### config.mk
export PLATFORM = sky130hd
export DESIGN_NAME = matmul_seq_ctrl_flat
export DESIGN_NICKNAME = d
export VERILOG_FILES = /design/src/rtl/matmul_seq_ctrl_pkg.sv /design/src/rtl/matmul_seq_ctrl_if.sv /design/src/rtl/matmul_seq_ctrl_mac.sv /design/src/rtl/matmul_seq_ctrl.sv /design/src/flat_wrapper.sv
export SDC_FILE = /design/constraint.sdc
export NUM_CORES = 1
export LEC_CHECK = 0
export CAP_MARGIN = 30
export CORE_MARGIN = 3
export CORE_UTILIZATION = 65
export DETAILED_ROUTE_END_ITERATION = 7
export PLACE_DENSITY = 0.93
export SLEW_MARGIN = 20
export SYNTH_ARGS = -nofsm -noshare
export SYNTH_HDL_FRONTEND = slang
export SYNTH_SLANG_ARGS = --single-unit
### constraint.sdc
create_clock -name clk -period 15.1 [get_ports clk]
set_input_delay 3.02 -clock clk [delete_from_list [all_inputs] [get_ports clk]]
set_output_delay 3.02 -clock clk [all_outputs]
set_load 0.02 [all_outputs]
### src/rtl/matmul_seq_ctrl_pkg.sv
// Shared types for the sequential matrix-product controller: FSM states,
// default data width and a helper that sizes address/counter buses.
package matmul_pkg;

  typedef enum logic [2:0] {
    IDLE,
    FETCH,
    LAST,
    WRITE,
    DONE
  } state_t;

  localparam int DATA_W_DEF = 32;

  // Width able to index 0..depth-1; never below 1 so 1x1 products still elaborate.
  function automatic int addr_w(input int depth);
    return (depth > 1) ? $clog2(depth) : 1;
  endfunction

endpackage

### src/rtl/matmul_seq_ctrl_if.sv
// Control/memory bundle of matmul_seq_ctrl. master = controller side,
// slave = the environment (host plus A/B/C memories).
interface matmul_seq_ctrl_if
  import matmul_pkg::*;
#(
  parameter int SIZE_A = 8,
  parameter int SIZE_B = 8,
  parameter int SIZE_C = 8,
  parameter int DATA_W = DATA_W_DEF
);
  localparam int A_AW = addr_w(SIZE_A * SIZE_B);
  localparam int B_AW = addr_w(SIZE_B * SIZE_C);
  localparam int C_AW = addr_w(SIZE_A * SIZE_C);

  logic                     start;
  logic                     abort;
  logic                     busy;
  logic                     done;
  logic [A_AW-1:0]          a_addr;
  logic signed [DATA_W-1:0] a_rdata;
  logic [B_AW-1:0]          b_addr;
  logic signed [DATA_W-1:0] b_rdata;
  logic                     c_we;
  logic [C_AW-1:0]          c_addr;
  logic signed [DATA_W-1:0] c_wdata;

  modport master (
    input  start, abort, a_rdata, b_rdata,
    output busy, done, a_addr, b_addr, c_we, c_addr, c_wdata
  );

  modport slave (
    output start, abort, a_rdata, b_rdata,
    input  busy, done, a_addr, b_addr, c_we, c_addr, c_wdata
  );

endinterface

### src/rtl/matmul_seq_ctrl_mac.sv
// Single multiply-accumulate for the matrix product. Wrap-around arithmetic by
// default; define MATMUL_SAT_EN to saturate both the product and the running sum.
module mac_unit #(
  parameter int DATA_W = 32
) (
  input  logic                     clk,
  input  logic                     rst_n,
  input  logic                     clr,
  input  logic                     en,
  input  logic signed [DATA_W-1:0] a,
  input  logic signed [DATA_W-1:0] b,
  output logic signed [DATA_W-1:0] acc
);
  logic signed [DATA_W-1:0] acc_reg;
  logic signed [DATA_W-1:0] prod_t;
  logic signed [DATA_W-1:0] sum;

`ifdef MATMUL_SAT_EN
  localparam logic signed [DATA_W-1:0] MAX_W = {1'b0, {(DATA_W-1){1'b1}}};
  localparam logic signed [DATA_W-1:0] MIN_W = {1'b1, {(DATA_W-1){1'b0}}};

  logic signed [2*DATA_W-1:0] prod_full;
  logic signed [DATA_W:0]     sum_wide;

  assign prod_full = a * b;

  always_comb begin
    prod_t = prod_full[DATA_W-1:0];
    // Product fits only when its top DATA_W+1 bits are a pure sign extension.
    if (prod_full[2*DATA_W-1:DATA_W-1] != '0 && prod_full[2*DATA_W-1:DATA_W-1] != '1)
      prod_t = prod_full[2*DATA_W-1] ? MIN_W : MAX_W;
    sum_wide = {acc_reg[DATA_W-1], acc_reg} + {prod_t[DATA_W-1], prod_t};
    sum      = sum_wide[DATA_W-1:0];
    if (sum_wide[DATA_W] != sum_wide[DATA_W-1])
      sum = sum_wide[DATA_W] ? MIN_W : MAX_W;
  end
`else
  assign prod_t = a * b;
  assign sum    = acc_reg + prod_t;
`endif

  always_ff @(posedge clk) begin
    if (!rst_n)   acc_reg <= '0;
    else if (clr) acc_reg <= '0;
    else if (en)  acc_reg <= sum;
  end

  assign acc = acc_reg;

endmodule

### src/rtl/matmul_seq_ctrl.sv
// Sequential C = A x B controller: walks (i, j, k), drives A/B read addresses,
// feeds mac_unit and writes each C element. MATMUL_SAT_EN selects saturating MAC.
module matmul_seq_ctrl
  import matmul_pkg::*;
#(
  parameter int SIZE_A = 8,
  parameter int SIZE_B = 8,
  parameter int SIZE_C = 8,
  parameter int DATA_W = DATA_W_DEF
) (
  input logic             clk,
  input logic             rst_n,
  matmul_seq_ctrl_if.master bus
);
  localparam int I_W  = addr_w(SIZE_A);
  localparam int J_W  = addr_w(SIZE_C);
  localparam int K_W  = addr_w(SIZE_B);
  localparam int A_AW = addr_w(SIZE_A * SIZE_B);
  localparam int B_AW = addr_w(SIZE_B * SIZE_C);
  localparam int C_AW = addr_w(SIZE_A * SIZE_C);

  localparam logic [I_W-1:0] I_LAST = I_W'(SIZE_A - 1);
  localparam logic [J_W-1:0] J_LAST = J_W'(SIZE_C - 1);
  localparam logic [K_W-1:0] K_LAST = K_W'(SIZE_B - 1);

  state_t                   state_reg, state_next;
  logic [I_W-1:0]           i_reg, i_next;
  logic [J_W-1:0]           j_reg, j_next;
  logic [K_W-1:0]           k_reg, k_next;
  logic                     mac_clr, mac_en;
  logic signed [DATA_W-1:0] acc;
  logic                     c_we_reg;
  logic [C_AW-1:0]          c_addr_reg;
  logic signed [DATA_W-1:0] c_hold_reg;

  always_comb begin
    state_next = state_reg;
    i_next     = i_reg;
    j_next     = j_reg;
    k_next     = k_reg;
    mac_clr    = 1'b0;
    mac_en     = 1'b0;
    case (state_reg)
      IDLE: begin
        if (bus.start) begin
          state_next = FETCH;
          i_next     = '0;
          j_next     = '0;
          k_next     = '0;
        end
      end
      FETCH: begin
        // Data for k-1 arrives this cycle; k=0 has nothing yet, so clear instead.
        mac_clr = (k_reg == '0);
        mac_en  = (k_reg != '0);
        if (k_reg == K_LAST) begin
          k_next     = '0;
          state_next = LAST;
        end else begin
          k_next = k_reg + K_W'(1);
        end
      end
      LAST: begin
        mac_en     = 1'b1;
        state_next = WRITE;
      end
      WRITE: begin
        state_next = FETCH;
        if (j_reg == J_LAST) begin
          j_next = '0;
          if (i_reg == I_LAST) begin
            i_next     = '0;
            state_next = DONE;
          end else begin
            i_next = i_reg + I_W'(1);
          end
        end else begin
          j_next = j_reg + J_W'(1);
        end
      end
      DONE:    state_next = IDLE;
      default: state_next = IDLE;
    endcase
    // Abort wins over everything, including a start seen in the same IDLE cycle.
    if (bus.abort) begin
      state_next = IDLE;
      i_next     = '0;
      j_next     = '0;
      k_next     = '0;
    end
  end

  always_ff @(posedge clk) begin
    if (!rst_n) begin
      state_reg  <= IDLE;
      i_reg      <= '0;
      j_reg      <= '0;
      k_reg      <= '0;
      c_we_reg   <= 1'b0;
      c_addr_reg <= '0;
      c_hold_reg <= '0;
    end else begin
      state_reg <= state_next;
      i_reg     <= i_next;
      j_reg     <= j_next;
      k_reg     <= k_next;
      c_we_reg  <= (state_reg == LAST) && !bus.abort;
      if (state_reg == LAST && !bus.abort)
        c_addr_reg <= C_AW'(int'(i_reg) * SIZE_C + int'(j_reg));
      if (c_we_reg)
        c_hold_reg <= acc;
    end
  end

  mac_unit #(.DATA_W(DATA_W)) u_mac (
    .clk   (clk),
    .rst_n (rst_n),
    .clr   (mac_clr),
    .en    (mac_en),
    .a     (bus.a_rdata),
    .b     (bus.b_rdata),
    .acc   (acc)
  );

  assign bus.busy    = (state_reg != IDLE);
  assign bus.done    = (state_reg == DONE);
  assign bus.a_addr  = (state_reg == FETCH) ? A_AW'(int'(i_reg) * SIZE_B + int'(k_reg)) : '0;
  assign bus.b_addr  = (state_reg == FETCH) ? B_AW'(int'(k_reg) * SIZE_C + int'(j_reg)) : '0;
  assign bus.c_we    = c_we_reg;
  assign bus.c_addr  = c_addr_reg;
  // The accumulator is only final during WRITE; outside it the last written value is held.
  assign bus.c_wdata = c_we_reg ? acc : c_hold_reg;

endmodule

### src/flat_wrapper.sv
// flat-port wrapper written by rule: the top's interface ports become plain ports
module matmul_seq_ctrl_flat import matmul_pkg::*;
#(
  parameter int SIZE_A = 8,
  parameter int SIZE_B = 8,
  parameter int SIZE_C = 8,
  parameter int DATA_W = DATA_W_DEF
)
  (clk, rst_n, bus_start, bus_abort, bus_a_rdata, bus_b_rdata, bus_busy, bus_done, bus_a_addr, bus_b_addr, bus_c_we, bus_c_addr, bus_c_wdata);
  matmul_seq_ctrl_if #(.SIZE_A(SIZE_A), .SIZE_B(SIZE_B), .SIZE_C(SIZE_C), .DATA_W(DATA_W)) bus_i ();
  input logic clk;
  input logic rst_n;
  input wire logic [$bits(bus_i.start)-1:0] bus_start;
  input wire logic [$bits(bus_i.abort)-1:0] bus_abort;
  input wire logic [$bits(bus_i.a_rdata)-1:0] bus_a_rdata;
  input wire logic [$bits(bus_i.b_rdata)-1:0] bus_b_rdata;
  output wire logic [$bits(bus_i.busy)-1:0] bus_busy;
  output wire logic [$bits(bus_i.done)-1:0] bus_done;
  output wire logic [$bits(bus_i.a_addr)-1:0] bus_a_addr;
  output wire logic [$bits(bus_i.b_addr)-1:0] bus_b_addr;
  output wire logic [$bits(bus_i.c_we)-1:0] bus_c_we;
  output wire logic [$bits(bus_i.c_addr)-1:0] bus_c_addr;
  output wire logic [$bits(bus_i.c_wdata)-1:0] bus_c_wdata;
  assign bus_i.start = bus_start;
  assign bus_i.abort = bus_abort;
  assign bus_i.a_rdata = bus_a_rdata;
  assign bus_i.b_rdata = bus_b_rdata;
  assign bus_busy = bus_i.busy;
  assign bus_done = bus_i.done;
  assign bus_a_addr = bus_i.a_addr;
  assign bus_b_addr = bus_i.b_addr;
  assign bus_c_we = bus_i.c_we;
  assign bus_c_addr = bus_i.c_addr;
  assign bus_c_wdata = bus_i.c_wdata;
  matmul_seq_ctrl #(.SIZE_A(SIZE_A), .SIZE_B(SIZE_B), .SIZE_C(SIZE_C), .DATA_W(DATA_W)) u_core (.clk(clk), .rst_n(rst_n), .bus(bus_i));
endmodule
# After elaboration in Yosys (flattened, before gate mapping)
# Cells that the tools add are included.
totals:
  out_inout_bits: 53
  in_bits: 68
  reg_bits: 83
classes:
  bitwise: 1
  n_addsub: 7
  n_eq_ne: 10
  n_mul: 1
  n_mux: 18
  n_reduce_logical: 14
ops:
  columns: ["cell", "count"]
  rows:
  - ["$add A32 B32 Y32", 1]
  - ["$mul A32 B32 Y32", 1]
  - ["$mux W32", 1]
  - ["$mux W3", 9]
  - ["$add A6 B3 Y6", 3]
  - ["$pmux W3 S2", 3]
  - ["$eq A3 B3 Y1 const B", 4]
  - ["$mux W6", 2]
  - ["$pmux W3 S4", 1]
  - ["$add A3 B1 Y3 const B", 3]
  - ["$eq A3 B2 Y1 const B", 2]
  - ["$logic_not A3 Y1", 2]
  - ["$reduce_and A2 Y1", 3]
  - ["$reduce_bool A3 Y1", 2]
  - ["$ne A2 B1 Y1 const B", 2]
  - ["$reduce_bool A2 Y1", 2]
  - ["$reduce_or A2 Y1", 2]
  - ["$eq A3 B1 Y1 const B", 1]
  - ["$reduce_and A3 Y1", 1]
  - ["$ne A2 B2 Y1 const B", 1]
  - ["$pmux W1 S2", 1]
  - ["$logic_and A1 B1 Y1", 1]
  - ["$logic_not A1 Y1", 1]
  - ["$mux W1", 1]
  - ["$not A1 Y1", 1]

# Depth between registers and ports, before layout
depth:
  ltp_word: 4
  mapped_depth: 27

# By module
# Synthesis repeated with hierarchy kept, for this count alone.
hier_totals:
  cells_unflattened: 2255
  hier_area_um2: 20503.4
by_module_without_submodules:
  columns: ["module", "area_per_inst_um2", "n_inst", "seq_area_each_um2", "cells_each"]
  rows:
  - ["mac_unit", 18253.8, 1, 640.6, 2041]
  - ["matmul_seq_ctrl", 2249.7, 1, 1021.0, 214]

# Worst setup path before layout
# Ideal clock, no wire load.
synth_timing:
  kind: "input -> register"
  from: "in bus_b_rdata[3]"
  to: "reg u_core.u_mac.acc_reg[31], in the netlist u_core.u_mac.acc[31]"
  t_arrival_ns: 9.589
  setup_ns: 0.070
  slack_ns: 5.441
  n_path_buf: 2
  stages: 25
  cell_sequence: "clkbuf_1 -> clkbuf_1 -> and2_1 -> fa_1 -> fa_1 -> inv_1 -> fa_1 -> fa_1 -> inv_1 -> fa_1 -> fa_1 -> fa_1 -> inv_1 -> fa_1 -> inv_1 -> ha_1 -> and3_2 -> and2_1 -> a221o_1 -> a221o_1 -> a211oi_2 -> o211a_1 -> nor3_1 -> nand3b_1 -> a21oi_1"
synth_between:
  elab_chain_len: 2
synth_lines:
  columns: ["item", "line", "source"]
  rows:
  - ["start, declared", "flat_wrapper.sv:16", "input wire logic [$bits(bus_i.b_rdata)-1:0] bus_b_rdata;"]
  - ["$mul A32 B32 Y32", "matmul_seq_ctrl_mac.sv:38", "assign prod_t = a * b;"]
  - ["$add A32 B32 Y32", "matmul_seq_ctrl_mac.sv:39", "assign sum = acc_reg + prod_t;"]
  - ["end signal, assigned", "matmul_seq_ctrl_mac.sv:45", "else if (en) acc_reg <= sum;"]
  - ["end, declared", "matmul_seq_ctrl_mac.sv:14", "logic signed [DATA_W-1:0] acc_reg;"]
# No other way between the ends.
# A chain may end at the register's enable or synchronous reset.

# Worst setup path in the final report
layout_timing:
  from: "in bus_b_rdata[10]"
  to: "reg u_core.u_mac.acc_reg[31], in the netlist u_core.u_mac.acc[31]"
# Same word-level chain as after synthesis.

==> metrics.txt <==
# TYPE chip_impl_metric gauge
chip_impl_metric{name="gpl.final_weighted_congestion",unit=""} 0.928
chip_impl_metric{name="hold_violations",unit=""} 0
chip_impl_info{name="worst_path_most_repeated_cell",value="sky130_fd_sc_hd__fa_1"} 1
chip_impl_metric{name="row_count",unit=""} 63
chip_impl_metric{name="syn-mean-instance-area",unit="µm²"} 8.97
chip_impl_metric{name="cp.buffers_inverters",unit=""} 6
chip_impl_metric{name="grt_max_degree",unit=""} 33
chip_impl_metric{name="post-route-cell-area",unit="mm²"} 0.0220
chip_impl_metric{name="synthesis.area",unit="mm²"} 0.0202
chip_impl_metric{name="final_net_count",unit=""} 2959
chip_impl_metric{name="drv_slew",unit=""} 0
chip_impl_info{name="critPathKind",value="in -> reg"} 1
chip_impl_metric{name="fp.dieW",unit="µm"} 182
chip_impl_metric{name="final_setup_skew",unit="ps"} 7.88
chip_impl_metric{name="drc",unit=""} 0
chip_impl_metric{name="syn_inst",unit=""} 2251
chip_impl_metric{name="initial_utilization",unit=""} 0.671
chip_impl_metric{name="drtAntennaViolNets",unit=""} 0
chip_impl_metric{name="gr-usage-all-layers",unit=""} 0.340
chip_impl_metric{name="place_hpwl",unit="mm"} 44.1
chip_impl_metric{name="grt_overflow",unit=""} 0
chip_impl_metric{name="synth-async-reset-ratio",unit=""} 0
chip_impl_info{name="status",value="complete, no violations"} 1
chip_impl_metric{name="synth.ff_latch_count",unit=""} 83
chip_impl_info{name="clockRootBuffer",value="sky130_fd_sc_hd__clkbuf_16"} 1
chip_impl_metric{name="max-slew-margin-rel",unit=""} 0.325
chip_impl_info{name="cts_tree",value="yes"} 1
chip_impl_metric{name="vias",unit=""} 15800
chip_impl_metric{name="grt_pass1_vias",unit=""} 17300
chip_impl_metric{name="peak_per_stage_delay_on_the_critical_path",unit="ps"} 1140
chip_impl_metric{name="drtPass1Iterations",unit=""} 6
chip_impl_metric{name="cap_violations",unit=""} 0
chip_impl_metric{name="cp.arrival",unit="ps"} 10910
chip_impl_metric{name="core_footprint",unit="mm²"} 0.0301
chip_impl_info{name="postSynth.topFlopCell",value="sky130_fd_sc_hd__dfxtp_1"} 1
chip_impl_metric{name="numClockSinks",unit=""} 83
chip_impl_metric{name="worstSkewPairLatency",unit="ps"} 350
chip_impl_metric{name="htree_levels",unit=""} 3
chip_impl_metric{name="post_drt_via_cell_ratio",unit=""} 5.86
chip_impl_metric{name="synth_fp_nets",unit=""} 2915
chip_impl_metric{name="post_synth_num_cell_types",unit=""} 48
chip_impl_metric{name="total_clock_buffers_created_by_cts",unit=""} 9
chip_impl_metric{name="final_layout_size_suffix_gt1_frac",unit=""} 0.0357
chip_impl_metric{name="grt_pass1_wl",unit="mm"} 89.5
chip_impl_metric{name="setup_total_negative_slack",unit="ps"} 0
chip_impl_info{name="hold_path_end",value="u_core.u_mac.acc[7]"} 1
chip_impl_metric{name="yosys.area.top_type_share",unit=""} 0.434
chip_impl_metric{name="die_height",unit="µm"} 182
chip_impl_metric{name="period_needed",unit="ps"} 10630
chip_impl_info{name="synth.area.top_cells",value="sky130_fd_sc_hd__fa_1, sky130_fd_sc_hd__ha_1, sky130_fd_sc_hd__inv_1"} 1
chip_impl_info{name="critical-path-top-delay-family",value="adder cells"} 1
chip_impl_metric{name="clock.fmax",unit="MHz"} 94.1
chip_impl_metric{name="wl_per_cell",unit="µm"} 20.5
chip_impl_info{name="critPathSlowestCell",value="sky130_fd_sc_hd__clkdlybuf4s50_1"} 1
chip_impl_metric{name="cts_repair_resize_count",unit=""} 0
chip_impl_info{name="synth_top_area_cell",value="sky130_fd_sc_hd__fa_1"} 1
chip_impl_metric{name="synth_warnings",unit=""} 0
chip_impl_info{name="end_kind",value="flip-flop"} 1
chip_impl_metric{name="routed_wl",unit="mm"} 55.1
chip_impl_metric{name="antenna_found_initial",unit=""} 0
chip_impl_metric{name="pin_count",unit=""} 121
chip_impl_metric{name="placement.cell_area",unit="mm²"} 0.0216
chip_impl_metric{name="design.die.area",unit="mm²"} 0.0332
chip_impl_info{name="hold_path_class",value="reg -> reg"} 1
chip_impl_info{name="critical_path.startpoint_type",value="input port"} 1
chip_impl_metric{name="critPathMaxFanout",unit=""} 22
chip_impl_metric{name="cts.repair_timing.setup_buffer_count",unit=""} 0
chip_impl_metric{name="reg2regPathDepth",unit=""} 22
chip_impl_metric{name="area_growth",unit="%"} 8.88
chip_impl_metric{name="setup_viol_count_final",unit=""} 0
chip_impl_metric{name="hold_path_depth",unit=""} 2
chip_impl_metric{name="cp.required",unit="ps"} 15380
chip_impl_metric{name="yosysSeqAreaShare",unit=""} 0.0823
chip_impl_metric{name="synth-edff-count",unit=""} 0
chip_impl_info{name="grt_setup_unrepaired",value="false"} 1
chip_impl_metric{name="reg2reg_setup_slack",unit="ps"} 7960
chip_impl_metric{name="first_iter_violations",unit=""} 1597
chip_impl_metric{name="placement.io_buffers",unit=""} 120
chip_impl_metric{name="worst_slew_pin_slew",unit="ps"} 1010
chip_impl_info{name="crit-reg2reg-capture",value="u_core.u_mac.acc[31]"} 1
chip_impl_info{name="hp-start",value="u_core.u_mac.acc[7]"} 1
chip_impl_metric{name="post_cts_hold_buffer_count",unit=""} 0
chip_impl_metric{name="timing.final.crit_share",unit=""} 0.704
chip_impl_metric{name="clkTransAtPathRegs",unit="ps"} 60
chip_impl_metric{name="buffer_levels_on_the_longest_clock_path",unit=""} 2
chip_impl_info{name="source_of_the_worst_register_to_register_timing_path",value="u_core.u_mac.acc[18]"} 1
Yosys cell counts (4+ instances only):
| cell | n |
|---|---|
| sky130_fd_sc_hd__a211oi_1 | 7 |
| sky130_fd_sc_hd__nor3_1 | 8 |
| sky130_fd_sc_hd__clkbuf_1 | 100 |
| sky130_fd_sc_hd__dfxtp_1 | 83 |
| sky130_fd_sc_hd__xor2_1 | 23 |
| sky130_fd_sc_hd__o211ai_1 | 4 |
| sky130_fd_sc_hd__nand2_1 | 340 |
| sky130_fd_sc_hd__inv_1 | 515 |
| sky130_fd_sc_hd__fa_1 | 438 |
| sky130_fd_sc_hd__nor2b_1 | 8 |
| sky130_fd_sc_hd__and2_1 | 294 |
| sky130_fd_sc_hd__a21oi_1 | 50 |
| sky130_fd_sc_hd__o21ai_0 | 10 |
| sky130_fd_sc_hd__mux2i_1 | 6 |
| sky130_fd_sc_hd__mux2_2 | 32 |
| sky130_fd_sc_hd__xnor2_1 | 61 |
| sky130_fd_sc_hd__buf_2 | 5 |
| sky130_fd_sc_hd__ha_1 | 158 |
| sky130_fd_sc_hd__a21o_1 | 14 |
| sky130_fd_sc_hd__nand2b_1 | 10 |
| sky130_fd_sc_hd__nor2_1 | 27 |
| sky130_fd_sc_hd__nand3b_1 | 4 |
| sky130_fd_sc_hd__nand3_1 | 8 |
| sky130_fd_sc_hd__a31oi_1 | 4 |
how the worst max path moves through the flow:
stage,from,end,slack [ps],cells past startpoint
floorplan,bus_b_rdata[3],u_core.u_mac.acc[31],5440,25
global placement,bus_b_rdata[3],u_core.u_mac.acc[31],4310,24
detailed placement,bus_b_rdata[3],u_core.u_mac.acc[27],4090,24
CTS,bus_b_rdata[3],u_core.u_mac.acc[31],4440,24
global route,bus_a_rdata[9],u_core.u_mac.acc[27],4220,25
finish,bus_b_rdata[10],u_core.u_mac.acc[31],4470,25
cell usage in the layout, fill, tap and decap left out, types with 3 or more instances in the layout:
master,count
sky130_fd_sc_hd__inv_1,515
sky130_fd_sc_hd__fa_1,438
sky130_fd_sc_hd__nand2_1,340
sky130_fd_sc_hd__and2_1,294
sky130_fd_sc_hd__ha_1,158
sky130_fd_sc_hd__clkdlybuf4s50_1,119
sky130_fd_sc_hd__dfxtp_1,83
sky130_fd_sc_hd__xnor2_1,61
sky130_fd_sc_hd__a21oi_1,49
sky130_fd_sc_hd__mux2_2,32
sky130_fd_sc_hd__nor2_1,27
sky130_fd_sc_hd__xor2_1,23
sky130_fd_sc_hd__buf_4,17
sky130_fd_sc_hd__a21o_1,14
sky130_fd_sc_hd__nand2b_1,10
sky130_fd_sc_hd__o21ai_0,9
sky130_fd_sc_hd__clkbuf_16,9
sky130_fd_sc_hd__nor2b_1,8
sky130_fd_sc_hd__nand3_1,8
sky130_fd_sc_hd__nor3_1,8
sky130_fd_sc_hd__a211oi_1,7
sky130_fd_sc_hd__mux2i_1,6
sky130_fd_sc_hd__buf_8,5
sky130_fd_sc_hd__nand3b_1,4
sky130_fd_sc_hd__a31oi_1,4
sky130_fd_sc_hd__o211ai_1,4
sky130_fd_sc_hd__inv_6,4
sky130_fd_sc_hd__or3_1,3
sky130_fd_sc_hd__o21a_1,3
sky130_fd_sc_hd__a22o_1,3
sky130_fd_sc_hd__or2_2,3
sky130_fd_sc_hd__o21bai_1,3
per-layer routing:
layer | global-route usage | up-vias | share of wire
met2 | 0.550 | 1020 | 0.47
met4 | 0.138 | 0 | 0.042
li1 | - | 6617 | -
met3 | 0.0833 | 204 | 0.11
met1 | 0.444 | 7939 | 0.38
met5 | 0 | - | 0
final cells by class:
class	instances	area, µm²
clock buffer	9	225
clock inverter	7	81.3
sequential	83	1660
antenna	2	5.00
fill	2021	8120
inverter	515	1930
timing repair buffer	144	1420
multi-input combinational	1542	16200
tap	390	488
through the flow:
stage,utilization,hold WS [ps],instances,worst slack (ps)
after global placement,0.717,454,2667,4310
after floorplan,-,441,2251,5440
final,0.730,484,2692,4470
after global routing,0.730,501,2690,4220
after CTS,0.727,482,2683,4440
after detailed placement,0.717,469,2667,4090
tightest hold or removal path, delay by kind of cell, from the launching register on:
family	cells	cell delay, ps
DFF	1	330
and+or+nand+nor	1	60
AOI/OAI and AO/OA	1	50
cell families after synthesis:
logic type / synth area share
flops: 0.0823
xor+xnor: 0.0386
buf+inv: 0.117
simple gates: 0.175
fa+ha+maj: 0.532
mux: 0.0208
compound gates: 0.0344
Power is left out: the tool's default activity adds up to more than one toggle a clock period on the data nets, which glitch-free logic cannot reach.
